===== config.mk =====
export PLATFORM = sky130hd
export DESIGN_NAME = fpu_add_req_gen
export DESIGN_NICKNAME = d
export VERILOG_FILES = /design/src/rtl/fpu_tb_pkg.sv /design/src/rtl/fpu_oprd_predecode.sv /design/src/rtl/fpu_add_req_gen.sv
export SDC_FILE = /design/constraint.sdc
export NUM_CORES = 1
export LEC_CHECK = 0
export BUFFER_PORTS_ARGS = -buffer_cell sky130_fd_sc_hd__buf_2
export CAP_MARGIN = 20
export CORE_MARGIN = 2
export CORE_UTILIZATION = 63
export DETAILED_ROUTE_END_ITERATION = 16
export PLACE_DENSITY = 0.85
export SLEW_MARGIN = 10
export SYNTH_ARGS = -nofsm -noshare
export SYNTH_HDL_FRONTEND = slang
export SYNTH_SLANG_ARGS = --single-unit

===== constraint.sdc =====
create_clock -name clk -period 7.9 [get_ports clk]
set_input_delay 1.58 -clock clk [delete_from_list [all_inputs] [get_ports clk]]
set_output_delay 1.58 -clock clk [all_outputs]
set_load 0.01 [all_outputs]

===== src/rtl/fpu_tb_pkg.sv =====
// Shared definitions for the FPU add-request generator: opcodes, special-value
// tables, LFSR polynomial and the burst FSM state type.
package fpu_tb_pkg;

  localparam logic [7:0] FADDS = 8'h41;
  localparam logic [7:0] FADDD = 8'h42;
  localparam logic [7:0] FSUBS = 8'h45;
  localparam logic [7:0] FSUBD = 8'h46;

  // Galois right-shift mask for x^64 + x^63 + x^61 + x^60 + 1
  localparam logic [63:0] LFSR_TAPS = 64'hD800_0000_0000_0000;

  typedef enum logic [1:0] {
    ST_IDLE,
    ST_LOAD,
    ST_ISSUE,
    ST_DONE
  } state_t;

  // {+0, -0, +1.0, +Inf, -Inf, qNaN, sNaN, min denorm}
  function automatic logic [63:0] special_d(input logic [2:0] i);
    case (i)
      3'd0:    return 64'h0000_0000_0000_0000;
      3'd1:    return 64'h8000_0000_0000_0000;
      3'd2:    return 64'h3FF0_0000_0000_0000;
      3'd3:    return 64'h7FF0_0000_0000_0000;
      3'd4:    return 64'hFFF0_0000_0000_0000;
      3'd5:    return 64'h7FF8_0000_0000_0000;
      3'd6:    return 64'h7FF4_0000_0000_0000;
      default: return 64'h0000_0000_0000_0001;
    endcase
  endfunction

  function automatic logic [31:0] special_s(input logic [2:0] i);
    case (i)
      3'd0:    return 32'h0000_0000;
      3'd1:    return 32'h8000_0000;
      3'd2:    return 32'h3F80_0000;
      3'd3:    return 32'h7F80_0000;
      3'd4:    return 32'hFF80_0000;
      3'd5:    return 32'h7FC0_0000;
      3'd6:    return 32'h7FA0_0000;
      default: return 32'h0000_0001;
    endcase
  endfunction

  function automatic logic [63:0] lfsr_step(input logic [63:0] s);
    return s[0] ? ((s >> 1) ^ LFSR_TAPS) : (s >> 1);
  endfunction

  function automatic logic is_single(input logic [7:0] op);
    return (op == FADDS) || (op == FSUBS);
  endfunction

endpackage


===== src/rtl/fpu_oprd_predecode.sv =====
// Operand predecode flags for the add pipe; single-precision values live in
// [63:32]. The sign bit plays no part, so only [62:0] comes in.
module fpu_oprd_predecode (
  input  logic [62:0] oprd,
  input  logic        single,
  output logic        m50_0_neq_0,
  output logic        m53_32_neq_0,
  output logic        exp_neq_0,
  output logic        exp_neq_ff
);

  assign m50_0_neq_0  = |oprd[50:0];
  assign m53_32_neq_0 = |oprd[53:32];
  assign exp_neq_0    = single ? |oprd[62:55] : |oprd[62:52];
  assign exp_neq_ff   = single ? ~&oprd[62:55] : ~&oprd[62:52];

endmodule


===== src/rtl/fpu_add_req_gen.sv =====
// Counted-burst generator of FPU add/sub requests with valid/ready handshake,
// LFSR random operands or a walk over the special-value table.
module fpu_add_req_gen
  import fpu_tb_pkg::*;
#(
  parameter int          N_REQ = 16,
  parameter logic [63:0] SEED1 = 64'hACE1_2468_1357_BDF0,
  parameter logic [63:0] SEED2 = 64'h0F1E_2D3C_4B5A_6978,
  parameter int          CNT_W = $clog2(N_REQ + 1)
) (
  input  logic             clk,
  input  logic             rst,
  input  logic             start,
  input  logic             mode,
  input  logic             add_rdy,
  output logic             add_req,
  output logic [7:0]       opcode,
  output logic [1:0]       round_mode,
  output logic [4:0]       req_id,
  output logic [1:0]       req_cc_id,
  output logic [63:0]      operand1,
  output logic [63:0]      operand2,
  output logic             oprd1_50_0_neq_0,
  output logic             oprd1_53_32_neq_0,
  output logic             oprd1_exp_neq_0,
  output logic             oprd1_exp_neq_ff,
  output logic             oprd2_50_0_neq_0,
  output logic             oprd2_53_32_neq_0,
  output logic             oprd2_exp_neq_0,
  output logic             oprd2_exp_neq_ff,
  output logic             busy,
  output logic             done,
  output logic [CNT_W-1:0] issued
);

  // Handshake: a request transfers at a rising edge where add_req && add_rdy;
  // while add_req is high and add_rdy low every request field holds still.

  state_t      state;
  logic        mode_q;
  logic [10:0] idx;
  logic [10:0] idx_inc;
  logic        last;
  logic        load;
  logic [63:0] lfsr1;
  logic [63:0] lfsr2;
  logic [63:0] l1_nxt;
  logic [63:0] l2_nxt;
  logic [6:0]  ld_idx;
  logic [7:0]  nxt_op;
  logic [1:0]  nxt_rm;
  logic        nxt_single;
  logic [63:0] nxt_o1;
  logic [63:0] nxt_o2;
  logic        cur_single;

  assign idx_inc = idx + 11'd1;
  assign last    = (idx_inc == 11'(N_REQ));
  assign load    = (state == ST_LOAD) || ((state == ST_ISSUE) && add_rdy && !last);
  assign issued  = idx[CNT_W-1:0];

  // Fields of the request that will be registered on the next load.
  always_comb begin
    ld_idx     = (state == ST_ISSUE) ? idx_inc[6:0] : idx[6:0];
    l1_nxt     = lfsr_step(lfsr1);
    l2_nxt     = lfsr_step(lfsr2);
    nxt_op     = FADDD;
    nxt_rm     = 2'd0;
    nxt_single = 1'b0;
    nxt_o1     = 64'd0;
    nxt_o2     = 64'd0;
    if (mode_q) begin
      case (ld_idx[1:0])
        2'd0:    nxt_op = FADDD;
        2'd1:    nxt_op = FSUBD;
        2'd2:    nxt_op = FADDS;
        default: nxt_op = FSUBS;
      endcase
      nxt_rm     = ld_idx[1:0];
      nxt_single = is_single(nxt_op);
      nxt_o1     = nxt_single ? {special_s(ld_idx[2:0]), 32'd0} : special_d(ld_idx[2:0]);
      nxt_o2     = nxt_single ? {special_s(ld_idx[5:3]), 32'd0} : special_d(ld_idx[5:3]);
    end else begin
      case (l1_nxt[1:0])
        2'd0:    nxt_op = FADDS;
        2'd1:    nxt_op = FADDD;
        2'd2:    nxt_op = FSUBS;
        default: nxt_op = FSUBD;
      endcase
      nxt_rm     = l2_nxt[1:0];
      nxt_single = is_single(nxt_op);
      nxt_o1     = nxt_single ? {l1_nxt[63:32], 32'd0} : l1_nxt;
      nxt_o2     = nxt_single ? {l2_nxt[63:32], 32'd0} : l2_nxt;
    end
  end

  always_ff @(posedge clk or negedge rst) begin
    if (!rst) begin
      state      <= ST_IDLE;
      mode_q     <= 1'b0;
      idx        <= 11'd0;
      lfsr1      <= SEED1;
      lfsr2      <= SEED2;
      add_req    <= 1'b0;
      busy       <= 1'b0;
      done       <= 1'b0;
      opcode     <= 8'd0;
      round_mode <= 2'd0;
      req_id     <= 5'd0;
      req_cc_id  <= 2'd0;
      operand1   <= 64'd0;
      operand2   <= 64'd0;
    end else begin
      done <= 1'b0;
      case (state)
        ST_IDLE: begin
          if (start) begin
            state  <= ST_LOAD;
            mode_q <= mode;
            lfsr1  <= SEED1;
            lfsr2  <= SEED2;
            idx    <= 11'd0;
            busy   <= 1'b1;
          end
        end
        ST_LOAD: begin
          add_req <= 1'b1;
          state   <= ST_ISSUE;
        end
        ST_ISSUE: begin
          if (add_rdy) begin
            idx <= idx_inc;
            if (last) begin
              add_req <= 1'b0;
              busy    <= 1'b0;
              done    <= 1'b1;
              state   <= ST_DONE;
            end
          end
        end
        default: state <= ST_IDLE;
      endcase
      if (load) begin
        lfsr1      <= l1_nxt;
        lfsr2      <= l2_nxt;
        opcode     <= nxt_op;
        round_mode <= nxt_rm;
        req_id     <= ld_idx[4:0];
        req_cc_id  <= ld_idx[6:5];
        operand1   <= nxt_o1;
        operand2   <= nxt_o2;
      end
    end
  end

  assign cur_single = is_single(opcode);

  fpu_oprd_predecode u_pd1 (
    .oprd         (operand1[62:0]),
    .single       (cur_single),
    .m50_0_neq_0  (oprd1_50_0_neq_0),
    .m53_32_neq_0 (oprd1_53_32_neq_0),
    .exp_neq_0    (oprd1_exp_neq_0),
    .exp_neq_ff   (oprd1_exp_neq_ff)
  );

  fpu_oprd_predecode u_pd2 (
    .oprd         (operand2[62:0]),
    .single       (cur_single),
    .m50_0_neq_0  (oprd2_50_0_neq_0),
    .m53_32_neq_0 (oprd2_53_32_neq_0),
    .exp_neq_0    (oprd2_exp_neq_0),
    .exp_neq_ff   (oprd2_exp_neq_ff)
  );

endmodule


==> impl_metrics.toml <==
[status]
outcome = "complete, no violations"

[cells_and_area]
antennaDiodeCount = 0
final_area_mm2 = 0.01577
nFillCells = 1471
area_growth_pct = 13.29
final_nets = 1401
layout-drive-gt1-share = 0.2942
fin_cells = 1694

[floorplanning]
io_pins = 166
die_w_um = 152.7
start_util = 0.6400
die_h_um = 152.7
core_mm2 = 0.02176
die_area_mm2 = 0.02331
rows = 54

[synthesis]
synthTopCellsByCount = "dfrtp_1 (223), nand2_1 (182), inv_1 (149), mux2i_1 (148)"
synth_edf_count = 0
yosysWarnings = 0
yosys.cell_count.top_type = "dfrtp_1"
async_reset_ff_frac = 1.000
synth.distinct_cells = 54
syn_area_mm2 = 0.01392
yosys-top-cells-area = "dfrtp_1 (40%), dfstp_2 (12%), mux2i_1 (11%)"
seq_area_frac_synth = 0.5197
syn_area_per_cell_um2 = 10.96
synth_cells = 1270
synth_top_area_share = 0.4008
synth.largest_area_cell = "dfrtp_1"
synth-seq-cells = 286
synth_ff_type = "dfrtp_1"

[cts]
cts-resized-gates = 0
cts_sinks = 286
root_buffer = "clkbuf_16"
h-tree-depth = 1
cts_buffer_depth = 3
tritoncts = "yes"
clk_latency_ns = 0.55
postCtsSetupRepairBufs = 0
path_clk_slew_ns = 0.06
cts_hold_buf = 0
numCtsBuffers = 30

[global_route]
grt_pass1_vias = 9778
grt_overflow = 0
track_usage = 0.2547
grt_first_pass_wirelength_um = 49320
grt_max_degree = 178
antenna_found_initial = 0

[hold_path]
holdPathEnd = "opcode[6]$_DFFE_PN0N_"
min_path_cells = 1
hold_start = "opcode[6]$_DFFE_PN0N_"
hold_path_class = "register to register"

[timing]
setup_violations = 0
clock_skew_ns = 0.01072
hold_viol = 0
drv_slew = 0
max_freq_mhz = 245.0
tightest_slew_ns = 1.174
finalCritPeriodShare = 0.5166
max_slew_margin = 0.2159
rsz0062_at_grt = "false"
fin_crit_ns = 4.081
setup_slack_ns = 3.819
setup_tns_ns = 0

[place]
postPlaceCellArea_mm2 = 0.01474
place_ws_ns = 3.660
gp_congestion = 0.8174
post-place-cells = 1639
portBuffers = 161
hpwl_um = 18890

[setup_path]
cpPeakStageDelay_ns = 0.78
crit_chain = "inv_1 -> ha_1 -> inv_1 -> nor2_1 -> nor2_1 -> a31oi_4 -> buf_4 -> buf_4 -> mux2_2"
worst_r2r_startpoint = "state[0]$_DFFE_PN0P_"
r2r_end = "operand2[35]$_DFFE_PN0N_"
reg2reg_slack_ns = 3.82
path_buf_inv = 4
worstPathMaxFanout = 53
cp.arrival_ns = 4.51
startpoint_type = "register"
cp_slowest_cell = "buf_4"
endpoint_kind = "register"
crit_family = "buffers and inverters"
worstSetupPathType = "register to register"
required_ns = 8.33
timing.reg2reg.worst_path_depth = 9

[pwr]
peakVddDrop_v = 0.0004851
swShare = 0.3762
finalPower_uw = 7526
power_density_mw_per_mm2 = 477.1
clockPowerShare = 0.193
power.internal_uw = 4695
leakage_uw = 0.007733
p_comb_frac = 0.437
sequentialPowerShare = 0.370
switchingPower_uw = 2831

[routing]
ant_nets = 0
drtIter0Drc = 656
drt_wl_total_um = 29660
drt_first_pass_iters = 5
vias = 9533
drc = 0
via_per_inst = 5.628
wl_per_cell_um = 17.51

[flow_run]
max_cap_viol_count = 0
[per-stage QoR]
stage	hold WS (ns)	util
after floorplan	0.4886	-
after global placement	0.4652	0.6776
after detailed placement	0.4843	0.6776
after CTS	0.4993	0.7250
after global routing	0.5140	0.7250
final	0.4977	0.7250
[how the worst max path moves through the flow]
stage / from / to / depth (start not counted)
after floorplan: add_rdy / lfsr1[62]$_DFFE_PN0P_ / 8
after global placement: add_rdy / operand2[35]$_DFFE_PN0N_ / 8
after detailed placement: add_rdy / operand2[35]$_DFFE_PN0N_ / 8
after CTS: state[0]$_DFFE_PN0P_ / operand2[35]$_DFFE_PN0N_ / 9
after global routing: state[0]$_DFFE_PN0P_ / operand2[35]$_DFFE_PN0N_ / 9
final: state[0]$_DFFE_PN0P_ / operand2[35]$_DFFE_PN0N_ / 9
[flip-flops by register name (all words and copies together), names as in the netlist, 4 cells and up]
signal	cells
lfsr1	64
operand1	64
idx	11
lfsr2	64
opcode	4
operand2	64
req_id	5
[cell type report]
| cell class | instances | area [um2] | area share |
|---|---|---|---|
| inverters | 149 | 559.3 | 0.03546 |
| well taps | 280 | 350.3 | 0.02221 |
| clock buffers | 43 | 890.9 | 0.05648 |
| flip-flops and latches | 286 | 7237 | 0.4588 |
| clock inverters | 12 | 141.4 | 0.008963 |
| repair buffers | 169 | 900.9 | 0.05711 |
| multi-input cells | 755 | 5694 | 0.3610 |
[layer usage]
layer  GRT usage  vias up  part of all wire
li1            -     4444                 -
met1      0.3448     4729              0.43
met2      0.4151      289              0.48
met3     0.04323       71             0.054
met4     0.09965        0             0.037
met5           0        -                 0
[cells by family after synthesis]
family / synth area share
DFF: 0.5197
xor gates and xnor gates: 0.01105
muxes: 0.2237
buffers and inverters: 0.07432
adders and majority gates: 0.004493
other: 0.0002693
and+or+nand+nor: 0.1231
AOI/OAI and AO/OA: 0.04340
[power groups by stage]
stage	clock network [uW]	registers (uW)	logic, uW
after floorplan	0	2730	2470
after global placement	0	2750	3150
after detailed placement	0	2780	3280
after CTS	1480	2770	3310
after global routing	1540	2870	3590
final	1450	2780	3290
[worst reg2reg max path, cell delays in order (launching register included)]
cell	delay [ns]
dfrtp_1	0.39
inv_1	0.10
ha_1	0.69
inv_1	0.30
nor2_1	0.25
nor2_1	0.09
a31oi_4	0.19
buf_4	0.66
buf_4	0.83
mux2_2	0.45
[layout by cell type, fill, tap and decap left out, drive strengths merged, types with 10 or more instances in the layout]
master and instances:
mux2i 148, nand4 15, dfstp 63, dfrtp 223, mux2 124, nor2 43
o21ai 23, xnor2 10, nor3 13, a31oi 11, nand3 13, clkbuf 43
a21oi 17, nor2b 17, inv 150, nand2b 33, buf 169, nor4 32
nand2 182
(Power assumes the default switching activity.)
